## src/rtl/averager_ctrl.sv

```systemverilog
// averager_ctrl
// Read-modify-write sequencer for the frame-averaging low-pass path.
//
// For each camera pixel it does three things:
//   1. reads the stored running sum from the single-port frame store;
//   2. presents the old sum and the new RGB to an external combinational
//      weighted averager;
//   3. writes the averager result back.
// The same frame-store port is shared with the VGA scan-out reader through a
// round-robin arbiter.
//
// Optional build macro: AVG_SEED_FIRST_EN
//   When defined, the first frame after reset skips the read and writes the
//   raw pixel, which seeds the store. Seeding ends at the first oFrameDone.
//
// Ports:
//   iCLK, iRST                  clock; asynchronous active-high reset
//   iFrameStart                 the next accepted pixel restarts at address 0
//   iPixValid/oPixReady, iRed/iGreen/iBlue
//                               camera pixel handshake
//   oAvgRed/Green/Blue, oAvgOld registered operands to the averager
//   iAvgNew                     averager result (combinational from oAvg*)
//   oMemAddr/oMemRd/oMemWr/oMemWData/iMemWait/iMemRData/iMemRValid
//                               frame-store command port
//   iVgaReq/iVgaAddr/oVgaGrant/oVgaData/oVgaValid
//                               VGA read requester
//   oFrameDone                  pulses after the write to the last pixel
module averager_ctrl #(
  parameter int ADDR_W       = 19,
  parameter int FRAME_PIXELS = 307200
) (
  input  logic              iCLK,
  input  logic              iRST,
  input  logic              iFrameStart,
  input  logic              iPixValid,
  input  logic [4:0]        iRed,
  input  logic [4:0]        iGreen,
  input  logic [4:0]        iBlue,
  output logic              oPixReady,
  output logic [4:0]        oAvgRed,
  output logic [4:0]        oAvgGreen,
  output logic [4:0]        oAvgBlue,
  output logic [15:0]       oAvgOld,
  input  logic [15:0]       iAvgNew,
  output logic [ADDR_W-1:0] oMemAddr,
  output logic              oMemRd,
  output logic              oMemWr,
  output logic [15:0]       oMemWData,
  input  logic              iMemWait,
  input  logic [15:0]       iMemRData,
  input  logic              iMemRValid,
  input  logic              iVgaReq,
  input  logic [ADDR_W-1:0] iVgaAddr,
  output logic              oVgaGrant,
  output logic [15:0]       oVgaData,
  output logic              oVgaValid,
  output logic              oFrameDone
);

  localparam logic [ADDR_W-1:0] LAST_ADDR = ADDR_W'(FRAME_PIXELS - 1);

  typedef enum logic [2:0] {
    IDLE, VGA_RD, VGA_WAIT, PIX_RD, PIX_WAIT, PIX_WR
  } state_t;

  state_t            state_q, state_d;
  logic              pix_pend_q, pix_pend_d;
  logic              pix_ready_q, pix_ready_d;
  logic              last_pix_q, last_pix_d;   // 1: pixel won the last arbitration
  logic              restart_q, restart_d;
  logic [ADDR_W-1:0] addr_cnt_q, addr_cnt_d;   // address of the current/next pixel
  logic [ADDR_W-1:0] mem_addr_q, mem_addr_d;
  logic [4:0]        red_q, red_d, green_q, green_d, blue_q, blue_d;
  logic [15:0]       avg_old_q, avg_old_d;
  logic [15:0]       vga_data_q, vga_data_d;
  logic              vga_valid_q, vga_valid_d;
  logic              frame_done_q, frame_done_d;

  logic pix_accept;
  logic wr_accept;
  logic wrap;
  logic seeding;

  assign pix_accept = iPixValid && pix_ready_q;
  assign wr_accept  = (state_q == PIX_WR) && !iMemWait;
  assign wrap       = (addr_cnt_q == LAST_ADDR);

`ifdef AVG_SEED_FIRST_EN
  logic seed_q, seed_d;

  // Seeding lasts until the wrapping write of the first frame.
  assign seed_d  = seed_q && !(wr_accept && wrap);
  assign seeding = seed_q;

  always_ff @(posedge iCLK or posedge iRST) begin
    if (iRST) seed_q <= 1'b1;
    else      seed_q <= seed_d;
  end
`else
  assign seeding = 1'b0;
`endif

  always_comb begin
    state_d      = state_q;
    pix_pend_d   = pix_pend_q;
    last_pix_d   = last_pix_q;
    restart_d    = restart_q;
    addr_cnt_d   = addr_cnt_q;
    mem_addr_d   = mem_addr_q;
    red_d        = red_q;
    green_d      = green_q;
    blue_d       = blue_q;
    avg_old_d    = avg_old_q;
    vga_data_d   = vga_data_q;
    vga_valid_d  = 1'b0;
    frame_done_d = 1'b0;
    oMemRd       = 1'b0;
    oMemWr       = 1'b0;
    oMemWData    = 16'd0;
    oVgaGrant    = 1'b0;

    if (iFrameStart) restart_d = 1'b1;

    // A pixel is only accepted while none is pending, so the counter is
    // free here. A restart (already flagged or arriving now) is consumed.
    if (pix_accept) begin
      red_d      = iRed;
      green_d    = iGreen;
      blue_d     = iBlue;
      pix_pend_d = 1'b1;
      if (restart_q || iFrameStart) begin
        addr_cnt_d = '0;
        restart_d  = 1'b0;
      end
    end

    case (state_q)
      IDLE: begin
        // Round robin: VGA wins when it is alone, or when the pixel won last.
        if (iVgaReq && (!pix_pend_q || last_pix_q)) begin
          state_d    = VGA_RD;
          mem_addr_d = iVgaAddr;
          last_pix_d = 1'b0;
        end else if (pix_pend_q) begin
          state_d    = PIX_RD;
          mem_addr_d = addr_cnt_q;
          last_pix_d = 1'b1;
        end
      end
      VGA_RD: begin
        oMemRd = 1'b1;
        if (!iMemWait) begin
          oVgaGrant = 1'b1;
          state_d   = VGA_WAIT;
        end
      end
      VGA_WAIT: begin
        if (iMemRValid) begin
          vga_data_d  = iMemRData;
          vga_valid_d = 1'b1;
          state_d     = IDLE;
        end
      end
      PIX_RD: begin
        if (seeding) begin
          state_d = PIX_WR;
        end else begin
          oMemRd = 1'b1;
          if (!iMemWait) state_d = PIX_WAIT;
        end
      end
      PIX_WAIT: begin
        if (iMemRValid) begin
          avg_old_d = iMemRData;
          state_d   = PIX_WR;
        end
      end
      PIX_WR: begin
        oMemWr = 1'b1;
        // Write data comes from registered operands, so it stays stable
        // through a stall. Bit 15 of the averager result is don't-care and
        // is forced to zero.
        if (seeding) oMemWData = {1'b0, red_q, green_q, blue_q};
        else         oMemWData = {iAvgNew[15] & 1'b0, iAvgNew[14:0]};
        if (!iMemWait) begin
          state_d    = IDLE;
          pix_pend_d = 1'b0;
          if (wrap) begin
            addr_cnt_d   = '0;
            frame_done_d = 1'b1;
          end else begin
            addr_cnt_d = addr_cnt_q + 1'b1;
          end
        end
      end
      default: state_d = IDLE;
    endcase

    pix_ready_d = !pix_pend_d;
  end

  always_ff @(posedge iCLK or posedge iRST) begin
    if (iRST) begin
      state_q      <= IDLE;
      pix_pend_q   <= 1'b0;
      pix_ready_q  <= 1'b0;
      last_pix_q   <= 1'b1;
      restart_q    <= 1'b0;
      addr_cnt_q   <= '0;
      mem_addr_q   <= '0;
      red_q        <= '0;
      green_q      <= '0;
      blue_q       <= '0;
      avg_old_q    <= '0;
      vga_data_q   <= '0;
      vga_valid_q  <= 1'b0;
      frame_done_q <= 1'b0;
    end else begin
      state_q      <= state_d;
      pix_pend_q   <= pix_pend_d;
      pix_ready_q  <= pix_ready_d;
      last_pix_q   <= last_pix_d;
      restart_q    <= restart_d;
      addr_cnt_q   <= addr_cnt_d;
      mem_addr_q   <= mem_addr_d;
      red_q        <= red_d;
      green_q      <= green_d;
      blue_q       <= blue_d;
      avg_old_q    <= avg_old_d;
      vga_data_q   <= vga_data_d;
      vga_valid_q  <= vga_valid_d;
      frame_done_q <= frame_done_d;
    end
  end

  assign oPixReady  = pix_ready_q;
  assign oAvgRed    = red_q;
  assign oAvgGreen  = green_q;
  assign oAvgBlue   = blue_q;
  assign oAvgOld    = avg_old_q;
  assign oMemAddr   = mem_addr_q;
  assign oVgaData   = vga_data_q;
  assign oVgaValid  = vga_valid_q;
  assign oFrameDone = frame_done_q;

endmodule

```

## config.mk

```make
export PLATFORM = sky130hd
export DESIGN_NAME = averager_ctrl
export DESIGN_NICKNAME = d
export VERILOG_FILES = /design/src/rtl/averager_ctrl.sv
export SDC_FILE = /design/constraint.sdc
export NUM_CORES = 1
export LEC_CHECK = 0
export BUFFER_PORTS_ARGS = -buffer_cell sky130_fd_sc_hd__buf_2
export CAP_MARGIN = 0
export CELL_PAD_IN_SITES_DETAIL_PLACEMENT = 1
export CELL_PAD_IN_SITES_GLOBAL_PLACEMENT = 1
export CORE_MARGIN = 2
export CORE_UTILIZATION = 40
export DETAILED_ROUTE_END_ITERATION = 12
export GPL_TIMING_DRIVEN = 1
export PLACE_DENSITY_LB_ADDON = 0.1
export SLEW_MARGIN = 0
export SYNTH_ARGS = -nofsm -noshare
export SYNTH_HDL_FRONTEND = slang
export SYNTH_SLANG_ARGS = --single-unit
```

## constraint.sdc

```tcl
create_clock -name iCLK -period 5.2 [get_ports iCLK]
set_input_delay 0.52 -clock iCLK [delete_from_list [all_inputs] [get_ports iCLK]]
set_output_delay 0.52 -clock iCLK [all_outputs]
set_load 0.005 [all_outputs]
```

# Yosys cells after proc, flatten, opt, wreduce, memory -nomap -nowiden
# Index checks and enable logic that the tools add are counted.
dict set report classes {
  n_bitwise 0
  mux 33
  eq_ne 12
  mul 0
  n_lt_le_gt_ge 0
  n_div 0
  addsub 1
  n_reduce_logical 13
  shift 0
}
# operator count
set ops {}
lappend ops {{2-to-1 mux 19 bit} 7}
lappend ops {{2-to-1 mux 3 bit} 7}
lappend ops {{adder 19 x 1 -> 19 bit (second input constant)} 1}
lappend ops {{equality test 19 bit (second input constant)} 1}
lappend ops {{one-hot mux 3 bit (6 select lines)} 1}
lappend ops {{2-to-1 mux 1 bit} 17}
lappend ops {{2-to-1 mux 15 bit} 1}
lappend ops {{inequality test 2 bit (second input constant)} 5}
lappend ops {{equality test 3 x 2 -> 1 bit (second input constant)} 2}
lappend ops {{equality test 3 bit (second input constant)} 2}
lappend ops {{AND reduction 2 bit} 3}
lappend ops {{AND reduction 6 bit} 1}
lappend ops {{equality test 3 x 1 -> 1 bit (second input constant)} 1}
lappend ops {{logical NOT 3 bit} 1}
lappend ops {{inequality test 3 bit (second input constant)} 1}
lappend ops {{logical AND 1 bit} 2}
lappend ops {{logical NOT 1 bit} 2}
lappend ops {{logical OR 1 bit} 2}
lappend ops {{nonzero test 2 bit} 1}
lappend ops {{OR reduction 2 bit} 1}
dict set report word_totals {
  elab_cells 73
  latch_bits 0
  inputBits 73
  mem_bits_ro 0
  n_memories 0
  ff_bits 94
  ram_bits 0
  output_inout_bits 88
}

# Longest topological paths before layout
dict set report logic_depth {
  word_depth 5
  ltp_mapped 8
  depth_no_buf 6
}

# Worst setup path before layout
# No wires, ideal clock.
dict set report synth_path {
  path_type {register -> register}
  from {reg addr_cnt_q[0]}
  to {reg addr_cnt_q[9]}
  arrival_ns 1.654
  stages_incl_launch_ff 8
  period_less_slack_ns 1.788
  setup_time_ns 0.134
  required_time_ns 5.066
  n_path_buf 1
  setup_slack_ns 3.412
  path_cell_list {dfrtp_1 > ha_1 > nand3_2 > nor4_4 > a21oi_2 > buf_6 > a41oi_1 > a31oi_1}
}
dict set report synth_between {
  elab_chain_cells 4
  word_cells_on_any_way 5
  cone_classes {1 x add/sub; 1 x eq/ne; 3 x mux}
}
# item line_no
set synth_lines {}
lappend synth_lines {{from (decl)} 71} ;# logic [ADDR_W-1:0] addr_cnt_q, addr_cnt_d;
lappend synth_lines {{from (signal assigned)} 224} ;# addr_cnt_q <= addr_cnt_d;
lappend synth_lines {{adder 19 x 1 -> 19 bit / equality test 19 bit (equally long branches)} {192, 86}}
lappend synth_lines {{2-to-1 mux 19 bit *} 188} ;# if (wrap) begin
lappend synth_lines {{2-to-1 mux 19 bit *} 185} ;# if (!iMemWait) begin
lappend synth_lines {{2-to-1 mux 19 bit *} 137} ;# case (state_q)
lappend synth_lines {{named net addr_cnt_d[9]} 71}
# The timed path passes the listed nets; every way through them passes the cells marked *.
# A chain may end at the register's enable or synchronous reset.

# Worst setup path after layout
dict set report layout_path {
  from {reg state_q[1]}
  to {reg addr_cnt_q[9]}
}
dict set report layout_between {
  elab_chain_cells 2
}
# item line_no
set layout_lines {}
lappend layout_lines {{from (decl)} 66} ;# state_t state_q, state_d;
lappend layout_lines {{from (signal assigned)} 219} ;# state_q <= state_d;
lappend layout_lines {{equality test 3 bit} 137}
lappend layout_lines {{2-to-1 mux 19 bit} 137}
lappend layout_lines {{named net addr_cnt_d[9]} 71}
# The timed path passes the listed nets, and every way through them passes these cells.

==> reports/results.tsv <==
metric	value	unit
outcome	finished, final reports clean	
ios	161	
peakVddDrop	210	uV
worst_slew_pin_slew	1020	ps
crit_slowest_cell	a21oi_2	
cts_max_level	3	
cts_tree	built	
antenna_left	0	
clk-insertion-delay-late	360	ps
cts_hold_buf	0	
pre_cts_ws	2670	ps
critPathKind	reg2reg	
globalplace.congestion	0.820	
hold_violations	0	
clockBufferDepth	2	
layout_common_cells	158 x buf_2, 93 x dfrtp_1, 37 x mux2_2	
yosysTopAreaCellShare	54.8	%
grt_first_pass_wirelength	17100	um
diodes	0	
finalPower	2530	uW
timing.final.ws_setup	2760	ps
hold_slack	147	ps
via_per_inst	5.00	
power_density	475	nW/um^2
synth_xor_area_share	0.206	%
ys.flop_type	dfrtp_1	
syn-cell-area	4250	um^2
end_kind	flop	
cp_max_fo	17	
wl_per_cell	15.7	um
antenna_found_initial	0	
netlist_top_cells_area	dfrtp_1 55%, mux2_2 9.8%, mux2i_1 4.9%	
yosysTopAreaCell	dfrtp_1	
synth_top_family_by_area	multiplexers	
numCtsBuffers	9	
dp_hpwl	7620	um
finalSetupViolations	0	
grtUsageTotal	18.7	%
post_cts_buffers	0	
synth_compound_area_share	9.93	%
crit_chain	and3b_1, nand2b_1, a21oi_2, a41oi_1, a31oi_1	
core-area	10300	um^2
max_freq	410	MHz
maxSlewHeadroom	31.5	%
finalCritPeriodShare	46.9	%
syn_avg_cell_area	11.5	um^2
synth-seq-area-share	55.4	%
cp_num_buf_inv	0	
p_leak	0.00269	uW
syn_to_final_growth	25.3	%
hold_class	in2async	
critPathMaxStageDelay	580	ps
io_buffers	158	
drc	0	
finalCriticalPeriod	2440	ps
synth-simple-area-share	13.2	%
root_buffer	clkbuf_8	
grt_pass1_vias	3458	
clock-sinks	94	
synth.distinct_cells	45	
drive_above_1_share	42.9	%
tns	0	ps
first_pass_iters	4	
die_x	107	um
worst_ep_required_time	5480	ps
crit_path_start_kind	flop	
syn_nets	442	
cp.arrival	2710	ps
ys_async_sr_fraction	100	%
drt_iter0_markers	94	
fin_skew	15.1	ps
ctsResizeCount	0	
synth-edff-count	0	
yosys.area_share.adder	0.295	%
path_delay_family	compound AO/OA/AOI/OAI gates	
final_common_cell	buf_2	
rsz0062_at_grt	false	
slew_violations	0	
clk_pin_slew_worst_paths	90	ps
num_rows	37	
nFillCells	1203	
drv_cap	0	
grt_overflow_total	0	
syn_inst	368	
layout.nets	594	
start_util	41.1	%
yosys_warnings	0	
dieArea	11500	um^2
ys_ff_latch	94	
grt_max_degree	64	
vias	3303	
synth.area.mux_share	17.4	%
fp.dieH	107	um
post-route-util	51.6	%
wirelength	10300	um
[power by group]
group | internal, uW | switching, uW | total [uW]
registers | 999 | 157 | 1160
logic | 460 | 424 | 884
clock network | 234 | 257 | 491
[sequential cells by signal (all words and copies together), names as in the netlist]
name        count
pix_pend_q      1
addr_cnt_q     19
oAvgGreen       5
restart_q       1
state_q         3
oAvgBlue        5
oMemAddr       19
oAvgRed         5
oPixReady       1
last_pix_q      1
oFrameDone      1
oAvgOld        16
oVgaData       16
oVgaValid       1
[final timing paths]
check	cells past startpoint	slack, ps	endpoint	startpoint
worst min-delay path	2	150	oMemAddr[12]$_DFFE_PP0P_	iRST
worst min register to register	2	480	oMemAddr[18]$_DFFE_PP0P_	oMemAddr[18]$_DFFE_PP0P_
worst max register to register	5	2760	addr_cnt_q[9]$_DFF_PP0_	state_q[1]$_DFFE_PP0P_
worst max-delay path	5	2760	addr_cnt_q[9]$_DFF_PP0_	state_q[1]$_DFFE_PP0P_
max in group asynchronous	3	3900	oAvgOld[14]$_DFFE_PP0P_	iRST
min in group iCLK	2	390	oVgaData[7]$_DFFE_PP0P_	iMemRData[7]
[cells in the mapped netlist (4+ instances only)]
master	count
nand4_1	4
mux2_1	10
mux2i_1	21
inv_1	7
nand3_1	8
a21oi_1	9
dfrtp_1	93
o31ai_1	4
clkbuf_1	8
nor3_1	7
nand2b_1	5
mux2_2	37
nand2_1	27
o21ai_1	12
and2_1	18
o21ai_0	26
buf_2	7
a21o_1	8
a31oi_1	6
nor2_1	17
[per-layer routing]
metal,share of wire [%],track usage [%],up-vias,routed length (um)
li1,-,-,1597,-
met1,44,24.1,1610,4550
met2,49,30.8,85,5090
met3,5.5,4.80,11,573
met4,1.2,5.75,0,125
met5,0,0,-,0
[through the flow]
step                      cells  cell area, um^2
final                       660             5320
after global routing        660             5320
after CTS                   660             5320
after detailed placement    645             5130
after global placement      645             5130
after floorplan             368             4250
[area by class of cell]
class / count / area, um^2 / share of cell area [%]
clock buffers: 10 / 138 / 2.59
clock inverters: 5 / 58.8 / 1.10
inverters: 7 / 28.8 / 0.541
multi-input cells: 246 / 1750 / 32.9
flip-flops and latches: 94 / 2350 / 44.2
well taps: 136 / 170 / 3.20
repair buffers: 162 / 821 / 15.4
[cell families after synthesis]
| kind of cell | after synthesis |
|---|---|
| adders and majority gates | 1 |
| muxes | 68 |
| AOI/OAI and AO/OA | 72 |
| buffers and inverters | 28 |
| DFF | 94 |
| and+or+nand+nor | 103 |
| xor gates and xnor gates | 1 |
| other | 1 |
Power figures use the tool's default switching activity.
